File: src/rtl/pmem_frame_pkg.sv
// Shared timing defaults, encodings and object-word layout for the frame controller.
package pmem_frame_pkg;

  localparam int unsigned H_ACTIVE_DEF = 640;
  localparam int unsigned H_FP_DEF     = 16;
  localparam int unsigned H_SYNC_DEF   = 96;
  localparam int unsigned H_BP_DEF     = 48;
  localparam int unsigned V_ACTIVE_DEF = 480;
  localparam int unsigned V_FP_DEF     = 10;
  localparam int unsigned V_SYNC_DEF   = 2;
  localparam int unsigned V_BP_DEF     = 33;

  localparam int unsigned H_TOTAL_DEF = H_ACTIVE_DEF + H_FP_DEF + H_SYNC_DEF + H_BP_DEF;
  localparam int unsigned V_TOTAL_DEF = V_ACTIVE_DEF + V_FP_DEF + V_SYNC_DEF + V_BP_DEF;

  localparam int unsigned CNT_W     = 10;
  localparam int unsigned OBJ_W     = 32;
  localparam int unsigned NUM_SLOTS = 3;

  // Packed object word: {rgb[31:20], y[19:10], x[9:0]}
  localparam int unsigned OBJ_X_LSB   = 0;
  localparam int unsigned OBJ_Y_LSB   = 10;
  localparam int unsigned OBJ_RGB_LSB = 20;

  typedef enum logic [1:0] {
    SelBall = 2'd0,
    SelBarL = 2'd1,
    SelBarR = 2'd2,
    SelRsvd = 2'd3
  } upd_sel_e;

  typedef enum logic [1:0] {
    StVAct   = 2'd0,
    StVFront = 2'd1,
    StVSync  = 2'd2,
    StVBack  = 2'd3
  } vstate_e;

  function automatic logic [OBJ_W-1:0] obj_pack(input logic [11:0] rgb, input logic [9:0] y,
                                                input logic [9:0] x);
    return {rgb, y, x};
  endfunction

endpackage

File: src/rtl/pmem_frame_cnt.sv
// Modulo-MAX_VAL counter with enable; o_wrap flags the enabled cycle that returns to zero.
module pmem_frame_cnt #(
  parameter int unsigned MAX_VAL = 800,
  parameter int unsigned W       = 10
) (
  input  logic         clk,
  input  logic         rst,
  input  logic         i_en,
  output logic [W-1:0] o_cnt,
  output logic         o_wrap
);

  logic [W-1:0] r_cnt;

  assign o_wrap = i_en && (r_cnt == W'(MAX_VAL - 1));
  assign o_cnt  = r_cnt;

  always_ff @(posedge clk) begin
    if (rst) begin
      r_cnt <= '0;
    end else if (i_en) begin
      r_cnt <= o_wrap ? '0 : r_cnt + 1'b1;
    end
  end

endmodule

File: src/rtl/pmem_frame_ctrl.sv
// Video timing generator with frame-synchronous object updates.
// Define PMEM_FRAME_LATCH_EN to latch updates until the active->front-porch commit.
module pmem_frame_ctrl
  import pmem_frame_pkg::*;
#(
  parameter int unsigned H_ACTIVE = H_ACTIVE_DEF,
  parameter int unsigned H_FP     = H_FP_DEF,
  parameter int unsigned H_SYNC   = H_SYNC_DEF,
  parameter int unsigned H_BP     = H_BP_DEF,
  parameter int unsigned V_ACTIVE = V_ACTIVE_DEF,
  parameter int unsigned V_FP     = V_FP_DEF,
  parameter int unsigned V_SYNC   = V_SYNC_DEF,
  parameter int unsigned V_BP     = V_BP_DEF
) (
  input  logic             clk,
  input  logic             rst,
  input  logic             pix_en,
  input  logic             upd_valid,
  output logic             upd_ready,
  input  logic [1:0]       upd_sel,
  input  logic [OBJ_W-1:0] upd_data,
  output logic [CNT_W-1:0] pixel_x,
  output logic [CNT_W-1:0] pixel_y,
  output logic             video_on,
  output logic             hsync,
  output logic             vsync,
  output logic [OBJ_W-1:0] ball_loc,
  output logic [OBJ_W-1:0] barl_loc,
  output logic [OBJ_W-1:0] barr_loc,
  output logic             vblank_pulse,
  output logic [15:0]      frame_cnt
);

  localparam int unsigned H_TOTAL = H_ACTIVE + H_FP + H_SYNC + H_BP;
  localparam int unsigned V_TOTAL = V_ACTIVE + V_FP + V_SYNC + V_BP;
  localparam int unsigned HS_BEG  = H_ACTIVE + H_FP;
  localparam int unsigned HS_END  = HS_BEG + H_SYNC;

  logic [CNT_W-1:0] w_hcnt, w_vcnt;
  logic             w_hwrap, w_vwrap, w_commit;
  vstate_e          r_state;

  logic [CNT_W-1:0] r_pixel_x, r_pixel_y;
  logic             r_video_on, r_hsync, r_vsync, r_vblank_pulse;
  logic [15:0]      r_frame_cnt;
  logic [OBJ_W-1:0] r_live [NUM_SLOTS];

  pmem_frame_cnt #(.MAX_VAL(H_TOTAL), .W(CNT_W)) u_hcnt (
    .clk    (clk),
    .rst    (rst),
    .i_en   (pix_en),
    .o_cnt  (w_hcnt),
    .o_wrap (w_hwrap)
  );

  pmem_frame_cnt #(.MAX_VAL(V_TOTAL), .W(CNT_W)) u_vcnt (
    .clk    (clk),
    .rst    (rst),
    .i_en   (w_hwrap),
    .o_cnt  (w_vcnt),
    .o_wrap (w_vwrap)
  );

  // Commit fires on the line wrap that leaves the last visible line.
  assign w_commit = w_hwrap && (r_state == StVAct) && (w_vcnt == CNT_W'(V_ACTIVE - 1));

  always_ff @(posedge clk) begin
    if (rst) begin
      r_state        <= StVAct;
      r_pixel_x      <= '0;
      r_pixel_y      <= '0;
      r_video_on     <= 1'b0;
      r_hsync        <= 1'b1;
      r_vsync        <= 1'b1;
      r_vblank_pulse <= 1'b0;
      r_frame_cnt    <= '0;
    end else begin
      r_pixel_x      <= w_hcnt;
      r_pixel_y      <= w_vcnt;
      r_video_on     <= (w_hcnt < CNT_W'(H_ACTIVE)) && (r_state == StVAct);
      r_hsync        <= !((w_hcnt >= CNT_W'(HS_BEG)) && (w_hcnt < CNT_W'(HS_END)));
      r_vsync        <= (r_state != StVSync);
      r_vblank_pulse <= w_commit;
      if (w_commit) r_frame_cnt <= r_frame_cnt + 16'd1;
      if (w_hwrap) begin
        unique case (r_state)
          StVAct:   if (w_vcnt == CNT_W'(V_ACTIVE - 1)) r_state <= StVFront;
          StVFront: if (w_vcnt == CNT_W'(V_ACTIVE + V_FP - 1)) r_state <= StVSync;
          StVSync:  if (w_vcnt == CNT_W'(V_ACTIVE + V_FP + V_SYNC - 1)) r_state <= StVBack;
          StVBack:  if (w_vwrap) r_state <= StVAct;
        endcase
      end
    end
  end

`ifdef PMEM_FRAME_LATCH_EN
  logic [OBJ_W-1:0]     r_pend [NUM_SLOTS];
  logic [NUM_SLOTS-1:0] r_dirty, w_dirty_d, w_wr;
  logic                 r_upd_ready;

  // A write accepted on the commit edge lands in the next frame's pending set.
  always_comb begin
    w_wr = '0;
    for (int i = 0; i < NUM_SLOTS; i++) begin
      w_wr[i] = upd_valid && r_upd_ready && (upd_sel == 2'(i));
    end
    w_dirty_d = (w_commit ? '0 : r_dirty) | w_wr;
  end

  always_ff @(posedge clk) begin
    if (rst) begin
      r_upd_ready <= 1'b1;
      r_dirty     <= '0;
      for (int i = 0; i < NUM_SLOTS; i++) begin
        r_pend[i] <= '0;
        r_live[i] <= '0;
      end
    end else begin
      r_upd_ready <= !w_commit;
      r_dirty     <= w_dirty_d;
      for (int i = 0; i < NUM_SLOTS; i++) begin
        if (w_wr[i]) r_pend[i] <= upd_data;
        if (w_commit && r_dirty[i]) r_live[i] <= r_pend[i];
      end
    end
  end

  assign upd_ready = r_upd_ready;
`else
  always_ff @(posedge clk) begin
    if (rst) begin
      for (int i = 0; i < NUM_SLOTS; i++) r_live[i] <= '0;
    end else begin
      for (int i = 0; i < NUM_SLOTS; i++) begin
        if (upd_valid && (upd_sel == 2'(i))) r_live[i] <= upd_data;
      end
    end
  end

  assign upd_ready = 1'b1;
`endif

  assign pixel_x      = r_pixel_x;
  assign pixel_y      = r_pixel_y;
  assign video_on     = r_video_on;
  assign hsync        = r_hsync;
  assign vsync        = r_vsync;
  assign vblank_pulse = r_vblank_pulse;
  assign frame_cnt    = r_frame_cnt;
  assign ball_loc     = r_live[SelBall];
  assign barl_loc     = r_live[SelBarL];
  assign barr_loc     = r_live[SelBarR];

endmodule

File: config.mk
export PLATFORM = sky130hd
export DESIGN_NAME = pmem_frame_ctrl
export DESIGN_NICKNAME = d
export VERILOG_FILES = /design/src/rtl/pmem_frame_pkg.sv /design/src/rtl/pmem_frame_cnt.sv /design/src/rtl/pmem_frame_ctrl.sv
export SDC_FILE = /design/constraint.sdc
export NUM_CORES = 1
export LEC_CHECK = 0
export ABC_AREA = 1
export BUFFER_PORTS_ARGS = -buffer_cell sky130_fd_sc_hd__buf_2
export CORE_ASPECT_RATIO = 2
export CORE_UTILIZATION = 45
export DETAILED_ROUTE_END_ITERATION = 8
export GPL_ROUTABILITY_DRIVEN = 0
export PLACE_DENSITY = 0.69
export SETUP_SLACK_MARGIN = 0.4
export SLEW_MARGIN = 20
export SYNTH_ARGS = -nofsm -noshare
export SYNTH_HDL_FRONTEND = slang
export SYNTH_HIERARCHICAL = 1
export SYNTH_SLANG_ARGS = --single-unit
File: constraint.sdc
create_clock -name clk -period 2.2 [get_ports clk]
set_input_delay 0.44 -clock clk [delete_from_list [all_inputs] [get_ports clk]]
set_output_delay 0.44 -clock clk [all_outputs]
set_load 0.05 [all_outputs]
# ---- Word level (Yosys, flattened, before mapping)
# Memories as Yosys holds them, arrays and structs flattened.
# Index checks and enable logic that the tools add are counted.
dict set report totals {
  ff_bits 62
  in_bits 38
  n_memories 1
  mem_bits_rw 96
  wordCells 69
}
# name depth word_bits read_ports rd_ports_with_merged_regs wr line
set mem_list {}
lappend mem_list {r_live 3 32 3 0 3 pmem_frame_ctrl.sv:46} ;# logic [OBJ_W-1:0] r_live [NUM_SLOTS];
dict set report classes {
  mux 21
  magnitude_cmp 3
  reduce_logical 13
  bitwise_logic 3
  addsub 3
  n_eq_ne 15
}
# operator n
set ops {}
lappend ops {{$mux W32} 3}
lappend ops {{$eq A10 B9 Y1 const B} 3}
lappend ops {{$add A10 B1 Y10 const B} 2}
lappend ops {{$eq A10 B10 Y1 const B} 2}
lappend ops {{$lt A10 B10 Y1 const B} 2}
lappend ops {{$mux W10} 2}
lappend ops {{$add A16 B1 Y16 const B} 1}
lappend ops {{$mux W1} 11}
lappend ops {{$ge A10 B10 Y1 const B} 1}
lappend ops {{$logic_and A1 B1 Y1} 9}
lappend ops {{$mux W2} 4}
lappend ops {{$pmux W2 S4} 1}
lappend ops {{$eq A2 B2 Y1 const B} 3}
lappend ops {{$ne A2 B2 Y1 const B} 3}
lappend ops {{$reduce_and A5 Y1} 1}
lappend ops {{$eq A2 B1 Y1 const B} 2}
lappend ops {{$logic_not A2 Y1} 2}
lappend ops {{$ne A2 B1 Y1 const B} 2}
lappend ops {{$or A1 B1 Y1} 3}
lappend ops {{$logic_not A1 Y1} 1}

# ---- Longest topological paths before layout
dict set report depth {
  ltp_word 6
  mapped_depth 15
}

# ---- By module
# Netlist, hierarchy kept.
# mod cells_per_inst instances seq_area_each_um2 area_each_um2
set modules_own_cells {}
lappend modules_own_cells {pmem_frame_ctrl 432 1 3723.6 5012.3}
lappend modules_own_cells {{pmem_frame_cnt at u_vcnt} 76 1 200.2 540.5}
lappend modules_own_cells {{pmem_frame_cnt at u_hcnt} 72 1 200.2 531.8}

# ---- Worst setup path after synthesis
# No wires, ideal clock.
dict set report synth_path {
  kind {input port to flip-flop}
  start {input port rst}
  end {memory r_live[0][0] (enable)}
  path_buffers 2
  slack_ns 0.037
  setup_ns 0.389
  t_arrival_ns 1.773
  path_stages 4
  path_cell_list {buf_2 clkinv_1 clkbuf_1 nand2_1}
}
# element line
set synth_rtl {}
lappend synth_rtl {{start: declaration} pmem_frame_ctrl.sv:16} ;# input logic rst,
lappend synth_rtl {{end: declaration} pmem_frame_ctrl.sv:46}

# ---- Worst setup path after layout
dict set report layout_path {
  start {register u_hcnt.r_cnt[0] (netlist: u_hcnt/o_cnt[0])}
  end {register r_state[0]}
}
dict set report layout_via {
  elab_chain_len 5
}
# element line
set layout_lines {}
lappend layout_lines {{start: declaration} pmem_frame_cnt.sv:13} ;# logic [W-1:0] r_cnt;
lappend layout_lines {{start signal: assignment} pmem_frame_cnt.sv:22} ;# r_cnt <= o_wrap ? '0 : r_cnt + 1'b1;
lappend layout_lines {{$eq A10 B10 Y1} pmem_frame_cnt.sv:15} ;# assign o_wrap = i_en && (r_cnt == W'(MAX_VAL - 1));
lappend layout_lines {{$logic_and A1 B1 Y1} pmem_frame_cnt.sv:15}
lappend layout_lines {{named net w_hwrap} pmem_frame_ctrl.sv:40} ;# logic w_hwrap, w_vwrap, w_commit;
lappend layout_lines {{$logic_and A1 B1 Y1} pmem_frame_cnt.sv:15}
lappend layout_lines {{named net w_vwrap} pmem_frame_ctrl.sv:40}
lappend layout_lines {{$ne A2 B1 Y1 (no line)} -}
lappend layout_lines {{$reduce_and A5 Y1 (no line)} -}
lappend layout_lines {{end signal: assignment} pmem_frame_ctrl.sv:69} ;# r_state <= StVAct;
lappend layout_lines {{end signal: assignment} pmem_frame_ctrl.sv:87} ;# StVAct: if (w_vcnt == CNT_W'(V_ACTIVE - 1)) r_state <= StVFront;
lappend layout_lines {{end signal: assignment} pmem_frame_ctrl.sv:88} ;# StVFront: if (w_vcnt == CNT_W'(V_ACTIVE + V_FP - 1)) r_state <= StVSync;
lappend layout_lines {{end: declaration} pmem_frame_ctrl.sv:41} ;# vstate_e r_state;
# The timed path passes the listed nets, and every way through them passes these cells.
# A chain may end at the register's enable or synchronous reset.

==> out/metrics.cfg <==
[sta]
worst_pin_slew_ns=0.686
finClkSkew_ns=0.0109
finalMaxSlewViolations=0
finalSetupViolCount=0
min_period_over_period_pct=84.0
slew_headroom_pct=54.1
rsz0062_at_grt=true
period_minus_slack_ns=1.85
fin_tns_setup_ns=0
hold_viol=0
fmax_mhz=541

[layout]
multi_input_area_um2=1630
drive_gt1_share_pct=34.8
nNetsFinal=831
synthToLayoutAreaGrowth_pct=31.4
fin_area_um2=8000
antenna_cells=0
fill_cells=1041
seqCellArea_um2=4130

[cts]
clk_pin_slew_worst_paths_ns=0.07
cts_inserted_buffers=17
insertion_delay_ns=0.42
hold_buffers=0
root_buffer=clkbuf_16
cts.sink_count=158
cts_tree=yes
clockBufferDepth=2
htree_levels=4

[worst_setup_path]
timing.rr.start=u_hcnt/o_cnt[0]
critPathMaxFanout=4
r2r_end=r_state[0]
critPathSlowestCell=dfxtp_4
cp_data_arrival_time_ns=2.20
cpMostUsedCell=nor2_4
worstPathRequired_ns=2.56
start_kind=flip-flop
slowest_delay_ns=0.37
rr_worst_depth=14
crit_path_end_kind=flip-flop
ff2ff_setup_slack_ns=0.35
path_class=reg -> reg
cp_cell_sequence=ha_4 > nand2_4 > nor2_4 > inv_2 > nor2_4 > nand2_1 > inv_1 > nand3_2 > nor2_4 > o21ai_2 > nor2_2 > nand3_2 > and2_4 > nor2_1

[pwr]
p_per_area_nw_per_um2=902
p_leak_nw=3.53
ir_drop_mv=0.569

[drt]
drt-pass1-iter-count=7
dr.first_iter.drc_count=254
wl_per_cell_um=14.5
detail_route.vias_per_cell=4.89
drc=53
vias=4641
wl_met3_um=928
ant_nets=0
met1_length_um=4900
top_layer_used=met4
wl_um=13700
met2_length_um=7550

[die]
placementRows=59
fp.dieW_um=84.2
core_area_um2=13100
die_h_um=166
dieArea_um2=14000
initial_core_util_pct=46.6
io_pins=175

[global_routing]
grt_start_max_net_pins=37
grt_pass1_vias=4622
antenna_found_initial=0
overflow=0
grtUsageTotal_pct=20.0
grt_pass1_wl_um=21800

[yosys]
yosysTopAreaCellShare_pct=47.4
synth_common_cells=110 x nor2_1, 96 x edfxtp_1, 95 x nand2_1
yosysTopAreaCell=edfxtp_1
synth_simple_gate_area_share_pct=19.5
ys_ff_latch=158
synth_compound_area_share_pct=3.06
yosysMostFrequentCell=nor2_1
muxShareOfSynthArea_pct=0
seq_area_frac_synth_pct=67.8
yosys.cell_types.count=33
synth_edf_count=96
syn_area_um2=6080
synth_area_leaders=edfxtp_1 47%, dfxtp_1 20%, nor2_1 6.8%
synth_top_family_by_area=simple AND/OR/NAND/NOR gates
synth-adder-area-share_pct=1.65
async_reset_ff_share_pct=0
yosysWarnings=6
syn_avg_cell_area_um2=10.5
synthCells=580
ys.flop_type=edfxtp_1
synth_xor_xnor_area_share_pct=1.15
synth_nets=626

[place]
dp_hpwl_um=9760
portBuffers=173
placed_cell_area_um2=7220

[hold_path]
hp-class=in -> reg
hold_path_end=u_hcnt/o_cnt[2]
min_from=pix_en
hold_depth=2

[outcome]
outcome=finished with violations
violations=design-rule violations

[run]
maxCapViolCount=0

timing repair:
action,in CTS,in global routing
gates cloned,0,0
endpoints found under the hold margin,0,0
setup endpoints to repair,7,22
pin swaps,11,12
resized for setup,5,18
buffers inserted,11,3
cell type report:
class	count	area share [%]
Sequential cell	158	51.7
Multi-Input combinational cell	320	20.4
Timing Repair Buffer	197	13.8
Clock buffer	17	5.32
Inverter	91	4.27
Tap cell	152	2.38
Clock inverter	14	2.14
sequential cells by signal, summed over array words and instances (netlist names), 2 cells and up:
register	cells
r_live	96
frame_cnt	16
pixel_x	10
pixel_y	10
u_hcnt/o_cnt	10
u_vcnt/o_cnt	10
r_state	2
routing by layer:
metal | global-route usage (%) | vias to the layer above
met5 | 0 | -
met3 | 4.36 | 28
met1 | 20.0 | 2152
li1 | - | 2272
met2 | 38.5 | 189
met4 | 9.22 | 0
stage by stage:
step	setup WS, ns	hold slack [ns]	power, mW	util [%]	instances
4_1_cts	0.385	0.322	7.29	60.6	946
3_3_place_gp	0.259	0.456	4.32	55.3	904
3_5_place_dp	0.200	0.457	4.34	55.3	904
2_1_floorplan	0.302	0.429	4.09	-	580
6_report	0.351	0.347	7.21	61.2	949
5_1_grt	0.240	0.352	7.45	61.2	949
worst max-delay path by stage:
stage          slack, ns             from            to  cells after the start
2_1_floorplan       0.30              rst  r_live[0][0]                      4
3_3_place_gp        0.26           pix_en    r_state[0]                     14
3_5_place_dp        0.20           pix_en    r_state[0]                     14
4_1_cts             0.39  u_hcnt/o_cnt[1]    r_state[1]                     14
5_1_grt             0.24  u_hcnt/o_cnt[0]    r_state[1]                     15
6_report            0.35  u_hcnt/o_cnt[0]    r_state[0]                     14
cell usage in the layout (no fill, tap or decap), types with 2 or more instances in the layout:
cell,instances
buf_2,173
nor2_1,103
edfxtp_1,96
nand2_1,89
inv_1,88
dfxtp_1,56
nand3_1,30
buf_4,19
a21oi_1,17
clkbuf_16,17
nand4_1,11
nand2_2,10
nor2_2,9
nor2_4,8
ha_1,7
inv_6,6
dfxtp_2,5
nand3_2,4
o21ai_0,4
xnor2_1,4
buf_12,4
xor2_1,4
o21ai_2,3
clkinvlp_4,3
o21ai_1,3
nor3_1,2
a211oi_1,2
bufinv_16,2
inv_2,2
where the power goes:
part           switching [mW]  internal [mW]  total [mW]  leakage [nW]
clock                    1.23           1.70        2.93         0.282
combinational           0.747          0.172       0.919          1.80
sequential             0.0480           3.31        3.36          1.45
total                    2.03           5.19        7.21          3.53
worst max-delay path, delay by kind of cell, from the launching register on:
family,cells,cell delay [ns]
AND/OR/NAND/NOR,10,1.05
buffers and inverters,2,0.12
adder cells (fa/ha/maj),1,0.15
AO/OA/AOI/OAI,1,0.07
flip-flops,1,0.37
logic make-up after synthesis:
| group | Yosys count |
|---|---|
| compound gates | 32 |
| xor+xnor | 8 |
| fa+ha+maj | 8 |
| buf+inv | 102 |
| flops | 158 |
| other cells | 1 |
| simple gates | 271 |
No activity file was read; power rests on OpenSTA's default activity.
